$ cat src/rtl/id_ex_stage_if.sv
// id_ex_stage_if: ID/EX stage bus (ID operands and control, forwarding sources, ALU/EX outputs)
interface id_ex_stage_if #(
    parameter int W  = 32,
    parameter int RA = 5
);
    logic          hold, flush, id_valid;
    logic [W-1:0]  id_rs_data, id_rt_data, id_imm;
    logic [4:0]    id_shamt, id_alu_op;
    logic [RA-1:0] id_rs, id_rt, id_rd;
    logic          id_srca_shamt, id_srcb_imm;
    logic          id_reg_write, id_mem_read, id_mem_write, id_mem_to_reg;
    logic          exm_reg_write, wb_reg_write;
    logic [RA-1:0] exm_rd, wb_rd;
    logic [W-1:0]  exm_result, wb_data;
    logic          load_use_stall;
    logic [W-1:0]  alu_a, alu_b, ex_store_data;
    logic [4:0]    alu_op;
    logic [RA-1:0] ex_rd;
    logic          ex_valid, ex_reg_write, ex_mem_read, ex_mem_write, ex_mem_to_reg;

    modport master (
        output hold, flush, id_valid, id_rs_data, id_rt_data, id_imm, id_shamt, id_alu_op,
               id_rs, id_rt, id_rd, id_srca_shamt, id_srcb_imm,
               id_reg_write, id_mem_read, id_mem_write, id_mem_to_reg,
               exm_reg_write, exm_rd, exm_result, wb_reg_write, wb_rd, wb_data,
        input  load_use_stall, alu_a, alu_b, alu_op, ex_store_data, ex_rd,
               ex_valid, ex_reg_write, ex_mem_read, ex_mem_write, ex_mem_to_reg
    );

    modport slave (
        input  hold, flush, id_valid, id_rs_data, id_rt_data, id_imm, id_shamt, id_alu_op,
               id_rs, id_rt, id_rd, id_srca_shamt, id_srcb_imm,
               id_reg_write, id_mem_read, id_mem_write, id_mem_to_reg,
               exm_reg_write, exm_rd, exm_result, wb_reg_write, wb_rd, wb_data,
        output load_use_stall, alu_a, alu_b, alu_op, ex_store_data, ex_rd,
               ex_valid, ex_reg_write, ex_mem_read, ex_mem_write, ex_mem_to_reg
    );
endinterface

$ cat src/rtl/id_ex_stage.sv
// id_ex_stage: ID/EX pipeline register with operand forwarding, ALU operand select and load-use bubbles
module id_ex_stage #(
    parameter int W  = 32,
    parameter int RA = 5
) (
    input logic          clk,
    input logic          rstn,
    id_ex_stage_if.slave bus
);
    logic          valid, reg_write, mem_read, mem_write, mem_to_reg, srca_shamt, srcb_imm;
    logic [W-1:0]  rs_data, rt_data, imm, fwd_rs, fwd_rt;
    logic [4:0]    shamt, alu_op;
    logic [RA-1:0] rs, rt, rd;
    logic          bubble;

    // A load in EX cannot supply its data to the instruction in ID until it reaches MEM/WB
    assign bus.load_use_stall = bus.id_valid & valid & mem_read & (rd != '0) &
                                ((rd == bus.id_rs) | (rd == bus.id_rt));
    assign bubble = bus.flush | bus.load_use_stall;

    // Stage register: reset clears, hold freezes, flush/stall inserts a bubble, else capture ID
    always_ff @(posedge clk) begin
        if (!rstn) begin
            valid      <= 1'b0;
            reg_write  <= 1'b0;
            mem_read   <= 1'b0;
            mem_write  <= 1'b0;
            mem_to_reg <= 1'b0;
            srca_shamt <= 1'b0;
            srcb_imm   <= 1'b0;
            alu_op     <= '0;
            rs         <= '0;
            rt         <= '0;
            rd         <= '0;
            rs_data    <= '0;
            rt_data    <= '0;
            imm        <= '0;
            shamt      <= '0;
        end else if (!bus.hold) begin
            valid      <= !bubble & bus.id_valid;
            reg_write  <= !bubble & bus.id_reg_write;
            mem_read   <= !bubble & bus.id_mem_read;
            mem_write  <= !bubble & bus.id_mem_write;
            mem_to_reg <= !bubble & bus.id_mem_to_reg;
            alu_op     <= bubble ? '0 : bus.id_alu_op;
            rs         <= bubble ? '0 : bus.id_rs;
            rt         <= bubble ? '0 : bus.id_rt;
            rd         <= bubble ? '0 : bus.id_rd;
            srca_shamt <= bus.id_srca_shamt;
            srcb_imm   <= bus.id_srcb_imm;
            rs_data    <= bus.id_rs_data;
            rt_data    <= bus.id_rt_data;
            imm        <= bus.id_imm;
            shamt      <= bus.id_shamt;
        end
    end

    // Forwarding: EX/MEM beats MEM/WB, and register 0 is never forwarded
    always_comb begin
        fwd_rs = (bus.exm_reg_write && bus.exm_rd != '0 && bus.exm_rd == rs) ? bus.exm_result :
                 (bus.wb_reg_write && bus.wb_rd != '0 && bus.wb_rd == rs) ? bus.wb_data : rs_data;
        fwd_rt = (bus.exm_reg_write && bus.exm_rd != '0 && bus.exm_rd == rt) ? bus.exm_result :
                 (bus.wb_reg_write && bus.wb_rd != '0 && bus.wb_rd == rt) ? bus.wb_data : rt_data;
    end

    assign bus.alu_a         = srca_shamt ? {{(W-5){1'b0}}, shamt} : fwd_rs;
    assign bus.alu_b         = srcb_imm ? imm : fwd_rt;
    assign bus.ex_store_data = fwd_rt;
    assign bus.alu_op        = alu_op;
    assign bus.ex_rd         = rd;
    assign bus.ex_valid      = valid;
    assign bus.ex_reg_write  = reg_write;
    assign bus.ex_mem_read   = mem_read;
    assign bus.ex_mem_write  = mem_write;
    assign bus.ex_mem_to_reg = mem_to_reg;
endmodule

$ cat src/flat_wrapper.sv
// flat-port wrapper written by rule: the top's interface ports become plain ports
module id_ex_stage_flat 
#(
    parameter int W  = 32,
    parameter int RA = 5
)
  (clk, rstn, bus_hold, bus_flush, bus_id_valid, bus_id_rs_data, bus_id_rt_data, bus_id_imm, bus_id_shamt, bus_id_alu_op, bus_id_rs, bus_id_rt, bus_id_rd, bus_id_srca_shamt, bus_id_srcb_imm, bus_id_reg_write, bus_id_mem_read, bus_id_mem_write, bus_id_mem_to_reg, bus_exm_reg_write, bus_exm_rd, bus_exm_result, bus_wb_reg_write, bus_wb_rd, bus_wb_data, bus_load_use_stall, bus_alu_a, bus_alu_b, bus_alu_op, bus_ex_store_data, bus_ex_rd, bus_ex_valid, bus_ex_reg_write, bus_ex_mem_read, bus_ex_mem_write, bus_ex_mem_to_reg);
  id_ex_stage_if #(.W(W), .RA(RA)) bus_i ();
  input logic clk;
  input logic rstn;
  input wire logic [$bits(bus_i.hold)-1:0] bus_hold;
  input wire logic [$bits(bus_i.flush)-1:0] bus_flush;
  input wire logic [$bits(bus_i.id_valid)-1:0] bus_id_valid;
  input wire logic [$bits(bus_i.id_rs_data)-1:0] bus_id_rs_data;
  input wire logic [$bits(bus_i.id_rt_data)-1:0] bus_id_rt_data;
  input wire logic [$bits(bus_i.id_imm)-1:0] bus_id_imm;
  input wire logic [$bits(bus_i.id_shamt)-1:0] bus_id_shamt;
  input wire logic [$bits(bus_i.id_alu_op)-1:0] bus_id_alu_op;
  input wire logic [$bits(bus_i.id_rs)-1:0] bus_id_rs;
  input wire logic [$bits(bus_i.id_rt)-1:0] bus_id_rt;
  input wire logic [$bits(bus_i.id_rd)-1:0] bus_id_rd;
  input wire logic [$bits(bus_i.id_srca_shamt)-1:0] bus_id_srca_shamt;
  input wire logic [$bits(bus_i.id_srcb_imm)-1:0] bus_id_srcb_imm;
  input wire logic [$bits(bus_i.id_reg_write)-1:0] bus_id_reg_write;
  input wire logic [$bits(bus_i.id_mem_read)-1:0] bus_id_mem_read;
  input wire logic [$bits(bus_i.id_mem_write)-1:0] bus_id_mem_write;
  input wire logic [$bits(bus_i.id_mem_to_reg)-1:0] bus_id_mem_to_reg;
  input wire logic [$bits(bus_i.exm_reg_write)-1:0] bus_exm_reg_write;
  input wire logic [$bits(bus_i.exm_rd)-1:0] bus_exm_rd;
  input wire logic [$bits(bus_i.exm_result)-1:0] bus_exm_result;
  input wire logic [$bits(bus_i.wb_reg_write)-1:0] bus_wb_reg_write;
  input wire logic [$bits(bus_i.wb_rd)-1:0] bus_wb_rd;
  input wire logic [$bits(bus_i.wb_data)-1:0] bus_wb_data;
  output wire logic [$bits(bus_i.load_use_stall)-1:0] bus_load_use_stall;
  output wire logic [$bits(bus_i.alu_a)-1:0] bus_alu_a;
  output wire logic [$bits(bus_i.alu_b)-1:0] bus_alu_b;
  output wire logic [$bits(bus_i.alu_op)-1:0] bus_alu_op;
  output wire logic [$bits(bus_i.ex_store_data)-1:0] bus_ex_store_data;
  output wire logic [$bits(bus_i.ex_rd)-1:0] bus_ex_rd;
  output wire logic [$bits(bus_i.ex_valid)-1:0] bus_ex_valid;
  output wire logic [$bits(bus_i.ex_reg_write)-1:0] bus_ex_reg_write;
  output wire logic [$bits(bus_i.ex_mem_read)-1:0] bus_ex_mem_read;
  output wire logic [$bits(bus_i.ex_mem_write)-1:0] bus_ex_mem_write;
  output wire logic [$bits(bus_i.ex_mem_to_reg)-1:0] bus_ex_mem_to_reg;
  assign bus_i.hold = bus_hold;
  assign bus_i.flush = bus_flush;
  assign bus_i.id_valid = bus_id_valid;
  assign bus_i.id_rs_data = bus_id_rs_data;
  assign bus_i.id_rt_data = bus_id_rt_data;
  assign bus_i.id_imm = bus_id_imm;
  assign bus_i.id_shamt = bus_id_shamt;
  assign bus_i.id_alu_op = bus_id_alu_op;
  assign bus_i.id_rs = bus_id_rs;
  assign bus_i.id_rt = bus_id_rt;
  assign bus_i.id_rd = bus_id_rd;
  assign bus_i.id_srca_shamt = bus_id_srca_shamt;
  assign bus_i.id_srcb_imm = bus_id_srcb_imm;
  assign bus_i.id_reg_write = bus_id_reg_write;
  assign bus_i.id_mem_read = bus_id_mem_read;
  assign bus_i.id_mem_write = bus_id_mem_write;
  assign bus_i.id_mem_to_reg = bus_id_mem_to_reg;
  assign bus_i.exm_reg_write = bus_exm_reg_write;
  assign bus_i.exm_rd = bus_exm_rd;
  assign bus_i.exm_result = bus_exm_result;
  assign bus_i.wb_reg_write = bus_wb_reg_write;
  assign bus_i.wb_rd = bus_wb_rd;
  assign bus_i.wb_data = bus_wb_data;
  assign bus_load_use_stall = bus_i.load_use_stall;
  assign bus_alu_a = bus_i.alu_a;
  assign bus_alu_b = bus_i.alu_b;
  assign bus_alu_op = bus_i.alu_op;
  assign bus_ex_store_data = bus_i.ex_store_data;
  assign bus_ex_rd = bus_i.ex_rd;
  assign bus_ex_valid = bus_i.ex_valid;
  assign bus_ex_reg_write = bus_i.ex_reg_write;
  assign bus_ex_mem_read = bus_i.ex_mem_read;
  assign bus_ex_mem_write = bus_i.ex_mem_write;
  assign bus_ex_mem_to_reg = bus_i.ex_mem_to_reg;
  id_ex_stage #(.W(W), .RA(RA)) u_core (.clk(clk), .rstn(rstn), .bus(bus_i));
endmodule
$ cat config.mk
export PLATFORM = sky130hd
export DESIGN_NAME = id_ex_stage_flat
export DESIGN_NICKNAME = d
export VERILOG_FILES = /design/src/rtl/id_ex_stage_if.sv /design/src/rtl/id_ex_stage.sv /design/src/flat_wrapper.sv
export SDC_FILE = /design/constraint.sdc
export NUM_CORES = 1
export LEC_CHECK = 0
export CAP_MARGIN = 20
export CORE_MARGIN = 2
export CORE_UTILIZATION = 43
export DETAILED_ROUTE_END_ITERATION = 8
export PLACE_DENSITY = 0.81
export SETUP_SLACK_MARGIN = 0.5
export SYNTH_ARGS = -nofsm -noshare
export SYNTH_HDL_FRONTEND = slang
export SYNTH_SLANG_ARGS = --single-unit
$ cat constraint.sdc
create_clock -name clk -period 3 [get_ports clk]
set_clock_uncertainty 0.15 [all_clocks]
set_input_delay 0.6 -clock clk [delete_from_list [all_inputs] [get_ports clk]]
set_output_delay 0.6 -clock clk [all_outputs]
set_load 0.02 [all_outputs]
After elaboration in Yosys (flattened, before gate mapping). Index checks and enable logic that the tools add are counted.

Bits of input ports: 208. Bits in read-only memories: 0. Word-level logic and storage cells: 52. Bits in registers: 128. Bits in latches: 0. Output and inout port bits: 112. Memories kept: 0. Memory bits (writable): 0.

$lt $le $gt $ge: 0. Bitwise gates (word level): 11. Divide/modulo/power cells: 0. Muxes and demuxes: 10. Multiply operators: 0. Shift-type cells: 0. Reductions and logical operators: 10. Eq/ne operators: 6. $add $sub $neg: 0.

Operator list (number): 32-bit two-way mux (6); 5-bit == test (6); 5-bit two-way mux (4); 5-bit nonzero test (3); 1-bit bitwise AND (9); 1-bit logical AND (6); 1-bit OR (2); 1-bit zero test (1).

Logic depth before layout (Yosys ltp). Gate-level depths: netlist of the first run.

Depth after elaboration: 7. Depth in mapped cells: 7. Mapped depth without buffers: 5.

Worst setup path after synthesis of the first run. No wires, ideal clock.

Path type: input port to output port. Start: input port bus_exm_rd[0]. End: output port bus_alu_a[31]. Slack: 0.051 ns. Arrival time: 2.199 ns. Cell stages on the path: 7. Path buffers: 2. Required time: 2.250 ns. Cells stage by stage: or4_4 nor2_1 or3_1 buf_4 buf_6 nor2_1 a211oi_1.

Longest elaborated chain between the ends: 5. Elaborated cells on any way between the ends: 6. Those cells by class: 1 x eq/ne; 2 x mux; 3 x reduce/logical.

Ends and longest elaborated chain: start: declaration (RTL line flat_wrapper.sv:29) `input wire logic [$bits(bus_i.exm_rd)-1:0] bus_exm_rd;`; 5-bit nonzero test (RTL line id_ex_stage.sv:60) `fwd_rs = (bus.exm_reg_write && bus.exm_rd != '0 && bus.exm_rd == rs) ? bus.exm_result :`; 1-bit logical AND (RTL line id_ex_stage.sv:60); 1-bit logical AND * (RTL line id_ex_stage.sv:60); 32-bit two-way mux * (RTL line id_ex_stage.sv:60); 32-bit two-way mux * (RTL line id_ex_stage.sv:66) `assign bus.alu_a = srca_shamt ? {{(W-5){1'b0}}, shamt} : fwd_rs;`; end: declaration (RTL line flat_wrapper.sv:35) `output wire logic [$bits(bus_i.alu_a)-1:0] bus_alu_a;`.

Every way passes the cells marked *; elsewhere a longest branch is shown, timed or not.

Worst setup path after layout of the first run.
Start: register u_core.rs[3]. End: output port bus_alu_a[25].

Longest elaborated chain between the ends: 5. Elaborated cells on any way between the ends: 7. Those cells by class: 2 x eq/ne; 3 x mux; 2 x reduce/logical.

Ends and longest elaborated chain: start: declaration (RTL line id_ex_stage.sv:13) `logic [RA-1:0] rs, rt, rd;`; start signal: assignment (RTL line id_ex_stage.sv:46) `rs <= bubble ? '0 : bus.id_rs;`; 5-bit == test (RTL line id_ex_stage.sv:61) `(bus.wb_reg_write && bus.wb_rd != '0 && bus.wb_rd == rs) ? bus.wb_data : rs_data;`; 1-bit logical AND (RTL line id_ex_stage.sv:61); 32-bit two-way mux (RTL line id_ex_stage.sv:61); 32-bit two-way mux * (RTL line id_ex_stage.sv:60); 32-bit two-way mux * (RTL line id_ex_stage.sv:66).

Marks and branches as above.

==> reports/qor.txt, run 1 <==
Unique masters post-synth: 33
Largest net degree at the start of global routing: 103
Cts bufs inserted: 17
Status: finished with violations
Fill cells: 846
Final hold vios: 0
First-pass detailed-route iteration total: 4
Die height: 135 µm
Post-layout instance area: 14600 µm²
Critical path startpoint: u_core.rs[3]
Final critical-path required period: 3.25 ns
Max-Cap Viols: 0
Layout area overhead: 97.3%
Final period util: 108%
Startpoint types: flip-flop
RSZ-0062 raised after global routing: yes
Post-Place Cell Area: 12500 µm²
Hold WS: 0.315 ns
Most frequent cells in the layout: clkdlybuf4s50_1, buf_6, mux2i_1, dfxtp_1, nor2b_1
Global route overflow: 0
Routability cong.: 0.852
Least-Margin Pin Slew: 0.551 ns
Sequential share of the synthesized area: 34.5%
Yosys Warn Count: 0
Rows: 48
Die width: 135 µm
Via density: 5.56
Post-synth top area cell: dfxtp_1
Clk buf depth: 2
Worst-path clk slew: 0.06 ns
IO Port Bufs: 319
Worst r2r src: u_core.bus.ex_rd[3]
Clk sinks: 128
Syn Inst Count: 786
Power Density: 374 nW/µm²
Max Slew Vio Count: 0
CP max stage delay: 0.47 ns
Final #Nets: 1415
# DRC: 0
Synth top area cells: dfxtp_1, mux2i_1, nor2b_1
Worst path cell trace: xnor2_4 -> nand4_1 -> or3_4 -> buf_12 -> buf_12 -> buf_8 -> a211oi_4 -> buf_6
Worst hold path depth: 2
Failing checks: negative setup slack
R2R cell count: 6
Fmax: 0.307 GHz
Final setup fails: 96
Biggest regs: u_core.imm: 32 flops, u_core.rs_data: 32 flops, u_core.rt_data: 32 flops
First-pass GRT wire length: 44200 µm
Share of the synthesized area in the top cell type: 34.5%
Critical Path RT: 2.25 ns
Worst r2r dst: u_core.rs[0]
Leak: 5.82 nW
CTS tree: built
CP max FO: 7
Critical Path AT: 2.50 ns
Worst VDD drop: 0.425 mV
Vias in the first global route: 8123
Gr usage total: 31.6%
Hold buffers post-CTS: 0
Commonest non-fill, non-tap cell in the layout: clkdlybuf4s50_1
Mapped Nets: 994
Initial antenna violation count: 1
Core area: 17100 µm²
Cell mode on critical path: buf_12
Slowest-stage cell, CP: or3_4
Worst R2R Setup Slack: 1.28 ns
Ports: 320
Crit path to: bus_alu_a[25]
Initial DRC count: 348
Share of cells above drive strength 1: 43.9%
HP Class: in -> reg
Root buf cell: clkbuf_16
Die area: 18300 µm²
Worst Slack Setup Final: -0.253 ns
Post-Route WL: 33400 µm
Syn avg cell area: 9.44 µm²
Clock Latency Late Sink: 0.42 ns
Synthesized area: 7420 µm²
Initial core utilization: 43.5%
Tot Pwr: 0.00548 W
Via count: 8044
H-tree Lvls: 4
DRT antenna net count: 0
DP Wirelength: 20400 µm
Critical Path End Type: primary output
Slew HR: 63.3%
FF+latch count, synth: 128
DR WL/cell: 23.1 µm
Setup CP Type: reg -> out
[timing repair]
item,4_1_cts,5_1_grt
buffers inserted,31,26
resized for setup,645,155
cloned,4,8
setup endpoints to repair,97,97
hold endpoints to repair,0,0
pin swaps,49,78
[power by group]
part | leakage, nW | switching, W | internal [W]
registers | 1.06 | 0.000104 | 0.00180
clock network | 0.249 | 0.000833 | 0.00109
logic | 4.51 | 0.000734 | 0.000919
total | 5.82 | 0.00167 | 0.00381
[cells in the mapped netlist, drive strengths merged]
cell    count
and2        9
a21oi       2
clkbuf     31
mux2i     130
nand4       2
nor4        1
o211ai      1
or2         1
xnor2      20
or3         1
nand2      42
nand3       5
inv         1
a211oi     27
nor2      102
a21boi      1
a221oi     37
o31ai      37
buf        36
and3       28
nor2b     103
nor3        4
a22o       25
o22ai       1
dfxtp     128
or4         1
xor2       10
[worst max-delay path: cells and delay by family, from the launching register on]
family                    cells  cell delay [ns]
xor gates and xnor gates      1             0.17
and+or+nand+nor               2             0.63
DFF                           1             0.37
AOI/OAI and AO/OA             1             0.27
buffers and inverters         4             0.62
[worst min path at each step]
stage	start	endpoint
3_5_place_dp	u_core.bus.ex_mem_write	u_core.bus.ex_mem_write
5_1_grt	bus_id_rt[3]	u_core.rt[3]
6_report	bus_id_rt[3]	u_core.rt[3]
2_1_floorplan	u_core.srca_shamt	u_core.srca_shamt
4_1_cts	u_core.bus.ex_mem_write	u_core.bus.ex_mem_write
3_3_place_gp	u_core.bus.alu_op[0]	u_core.bus.alu_op[0]
[layout make-up]
| class | count | area [µm²] | share of cell area [%] |
|---|---|---|---|
| Timing Repair Buffer | 469 | 5040 | 34.5 |
| Tap cell | 225 | 282 | 1.92 |
| Sequential cell | 128 | 2590 | 17.7 |
| Antenna cell | 2 | 5.00 | 0.0342 |
| Multi-Input combinational cell | 590 | 6170 | 42.2 |
| Clock buffer | 19 | 453 | 3.09 |
| Clock inverter | 13 | 90.1 | 0.616 |
| Inverter | 1 | 3.75 | 0.0256 |
[metal layers]
layer | up-vias | wire length, µm | track usage, %
met3 | 113 | 2010 | 7.78
met2 | 362 | 17100 | 54.1
met4 | 0 | 1720 | 15.5
li1 | 3638 | - | -
met5 | - | 0 | 0
met1 | 3931 | 12600 | 36.9
[through the flow]
stage | cells | setup TNS [ns] | utilization [%] | setup WS [ns]
after floorplan | 786 | 0 | - | 0.259
after global placement | 1344 | -81.55 | 73.5 | -0.938
after CTS | 1411 | -7.44 | 80.4 | -0.180
final | 1447 | -12.09 | 85.8 | -0.253
after detailed placement | 1344 | -84.35 | 73.5 | -0.967
after global routing | 1446 | -16.01 | 85.8 | -0.268
[cells by family after synthesis]
| kind of cell | synth area share, % |
|---|---|
| buf+inv | 5.14 |
| flops | 34.5 |
| simple gates | 20.4 |
| xor+xnor | 3.54 |
| mux | 17.5 |
| compound gates | 18.9 |
Note: power is estimated with default switching activity, not from simulation.
==> run 2, diff against run 1 <==
- ABC_AREA: unset -> 1
- CAP_MARGIN: 20 -> 15
- CORE_UTILIZATION: 43 -> 44
- PLACE_DENSITY: 0.81 -> 0.82
==> run 2 against run 1 <==
The flow now finishes without violations. Count of clock-buffer cells in the layout increased by 2. Critical path depth increased by 1. Worst hold slack worse by 0.0012 ns. Largest cell class unchanged. Synthesized area rose by 2.7%. Cell count grew 23%. Highest routed layer unchanged. Setup slack better by 0.36 ns. Critical path type unchanged.
==> reports/qor.txt, run 2 <==
Status: complete, no violations
Via density: 5.65 (+1.7%)
Slew HR: 47.9% (-15 points)
Largest family of logic cells by synthesized area: simple AND/OR/NAND/NOR gates
Gr usage total: 33.6% (+2.0 points)
Fmax: 0.346 GHz (+13%)
Final period util: 96.3% (-12 points)
DR WL/cell: 19.4 µm (-16%)
Commonest cells in the netlist: nand3_1, nor2_1, nand2_1
Layout area overhead: 69.0%
Cts bufs inserted: 17 (unchanged)
Final #Nets: 1750 (+24%)
Post-Synth XOR/XNOR Area: 2.53% (-1.0 points)
Largest net degree at the start of global routing: 79 (-23%)
First-pass detailed-route iteration total: 5 (+1)
Initial DRC count: 1174 (+240%)
Initial core utilization: 44.5% (+1.0 points)
Initial antenna violation count: 2 (+1)
Final setup fails: 0 (-100%)
CP max FO: 10 (+3)
Most frequent cells in the layout: nor2_1, clkdlybuf4s50_1, nand3_1, nand2_1, dfxtp_1
Clock Latency Late Sink: 0.42 ns (about the same)
Most used DFF post-synth: dfxtp_1
Least-Margin Pin Slew: 0.781 ns (+0.230 ns)
FF+latch count, synth: 128 (unchanged)
RSZ-0062 raised after global routing: yes
Vias in the first global route: 9272 (+14%)
Clk buf depth: 2 (unchanged)
# DRC: 0 (unchanged)
Startpoint types: flip-flop
Via count: 10100 (+25%)
Clk sinks: 128 (unchanged)
Share of cells above drive strength 1: 25.7% (-18 points)
Share of the synthesized area in the top cell type: 33.6% (-0.90 points)
Global route overflow: 0 (unchanged)
Number of flops mapped to enable cells by yosys: 0 (unchanged)
Syn Inst Count: 1233 (+57%)
Synthesized area: 7620 µm² (+2.7%)
Post-Place Cell Area: 11200 µm² (-10%)
Fill cells: 1311 (+55%)
Setup CP Type: reg -> out
DP Wirelength: 21300 µm (+4.3%)
Synth top area cells: dfxtp_1, nand3_1, nor2_1
Die area: 18400 µm² (+0.34%)
TNS Setup: 0 ns (+12.09 ns)
Die height: 136 µm (+0.17%)
Post-Route WL: 34500 µm (+3.2%)
Critical Path End Type: primary output
First-pass GRT wire length: 48100 µm (+8.7%)
Sequential share of the synthesized area: 33.6% (-0.90 points)
Power Density: 437 nW/µm² (+17%)
Synth Area in Simple Gates: 44.3% (+24 points)
Worst VDD drop: 0.386 mV (-9.0%)
FFs w/ async S/R, synth: 0% (unchanged)
Max Slew Vio Count: 0 (unchanged)
Worst-path clk slew: 0.06 ns (about the same)
Biggest regs: u_core.imm: 32 flops, u_core.rs_data: 32 flops, u_core.rt_data: 32 flops
Die width: 136 µm (+0.17%)
Synth Area in Compound Gates: 9.05% (-9.8 points)
Tot Pwr: 0.00563 W (+2.7%)
Rows: 48 (unchanged)
Most frequent cell after synthesis: nand3_1
Post-synth top area cell: dfxtp_1
Post-synthesis mux area share: 0% (-18 points)
HP Class: reg -> reg
H-tree Lvls: 4 (unchanged)
Final critical-path required period: 2.89 ns (-0.365 ns)
Adder-Cell Fraction of Synth Area: 0% (unchanged)
Post-layout instance area: 12900 µm² (-12%)
Unique masters post-synth: 28 (-15%)
DRT antenna net count: 0 (unchanged)
CTS tree: built
Commonest non-fill, non-tap cell in the layout: nor2_1
Core area: 17100 µm² (+0.35%)
Final hold vios: 0 (unchanged)
Critical Path RT: 2.25 ns (about the same)
IO Port Bufs: 319 (unchanged)
Ports: 320 (unchanged)
Mapped Nets: 1441 (+45%)
Critical Path AT: 2.14 ns (-0.36 ns)
Max-Cap Viols: 0 (unchanged)
Syn avg cell area: 6.18 µm² (-35%)
Root buf cell: clkbuf_16
Leak: 6.02 nW (+3.4%)
Routability cong.: 0.919 (+7.9%)
Yosys Warn Count: 0 (unchanged)
[run 2: cell count changes in the layout (fill, tap and decap cells not counted), moves of 73 or more]
cell and delta:
o21ai_0 +103, mux2i_1 -118, nor2_1 +222, nor2b_1 -103, nand3_1 +160, nand2_1 +109, nand3_2 +73
[run 2: where the power goes]
group	total [W]	internal, W	switching, W
logic	0.00159	0.000732	0.000860
registers	0.00189	0.00181	0.0000836
clock network	0.00214	0.00132	0.000824
[run 2: cell type report]
type	count	area (µm²)	area share, %
Antenna cell	2	5.00	0.0389
Clock buffer	21	480	3.73
Clock inverter	11	128	0.991
Inverter	99	375	2.92
Multi-Input combinational cell	914	5080	39.5
Sequential cell	128	2580	20.1
Tap cell	225	282	2.19
Timing Repair Buffer	382	3940	30.6
[run 2: what timing repair did]
item / CTS / global route
cloned: 5 / 4
setup endpoints to repair: 97 / 97
resized for setup: 517 / 272
hold buffers: 0 / 0
pin swaps: 36 / 39
setup buffers: 9 / 1
[run 2: cell families (layout without fill, tap and decap cells)]
| group | Yosys count | in the layout |
|---|---|---|
| flip-flops | 128 | 128 |
| other | 0 | 2 |
| AO/OA/AOI/OAI | 137 | 137 |
| XOR/XNOR | 22 | 22 |
| AND/OR/NAND/NOR | 755 | 755 |
| buffers and inverters | 191 | 513 |
[run 2: per-stage QoR]
stage | setup slack [ns] | std cells | util [%] | hold WS, ns
final | 0.112 | 1782 | 75.2 | 0.314
after global placement | -0.627 | 1729 | 65.6 | 0.301
after detailed placement | -0.630 | 1729 | 65.6 | 0.306
after floorplan | 0.640 | 1233 | - | 0.305
after CTS | 0.179 | 1775 | 69.1 | 0.314
after global routing | 0.0281 | 1782 | 75.2 | 0.339
[run 2: worst max-delay path: stages, from the launching register on]
cell and delay, ns:
dfxtp_4 0.37, xnor2_2 0.14, nand2_1 0.09, nor2_1 0.22, nand3b_4 0.21, clkbuf_16 0.23, nand3_1 0.11, nand3_1 0.09
nand2_1 0.09, buf_2 0.16
[run 2: metal layers]
metal,share of wire (%),track usage (%)
met5,0,0
met2,47,55.1
met1,37,39.8
met4,6.1,18.7
met3,11,9.17
[run 2: path summary, 6_finish.rpt]
check,startpoint,to,slack [ns],cells past startpoint
setup reg to reg,u_core.bus.ex_rd[2],u_core.rs[4],1.36,10
hold reg to reg,u_core.bus.alu_op[4],u_core.bus.alu_op[4],0.31,2
setup / recovery,u_core.rt[0],bus_alu_b[12],0.11,9
hold / removal,u_core.bus.alu_op[4],u_core.bus.alu_op[4],0.31,2
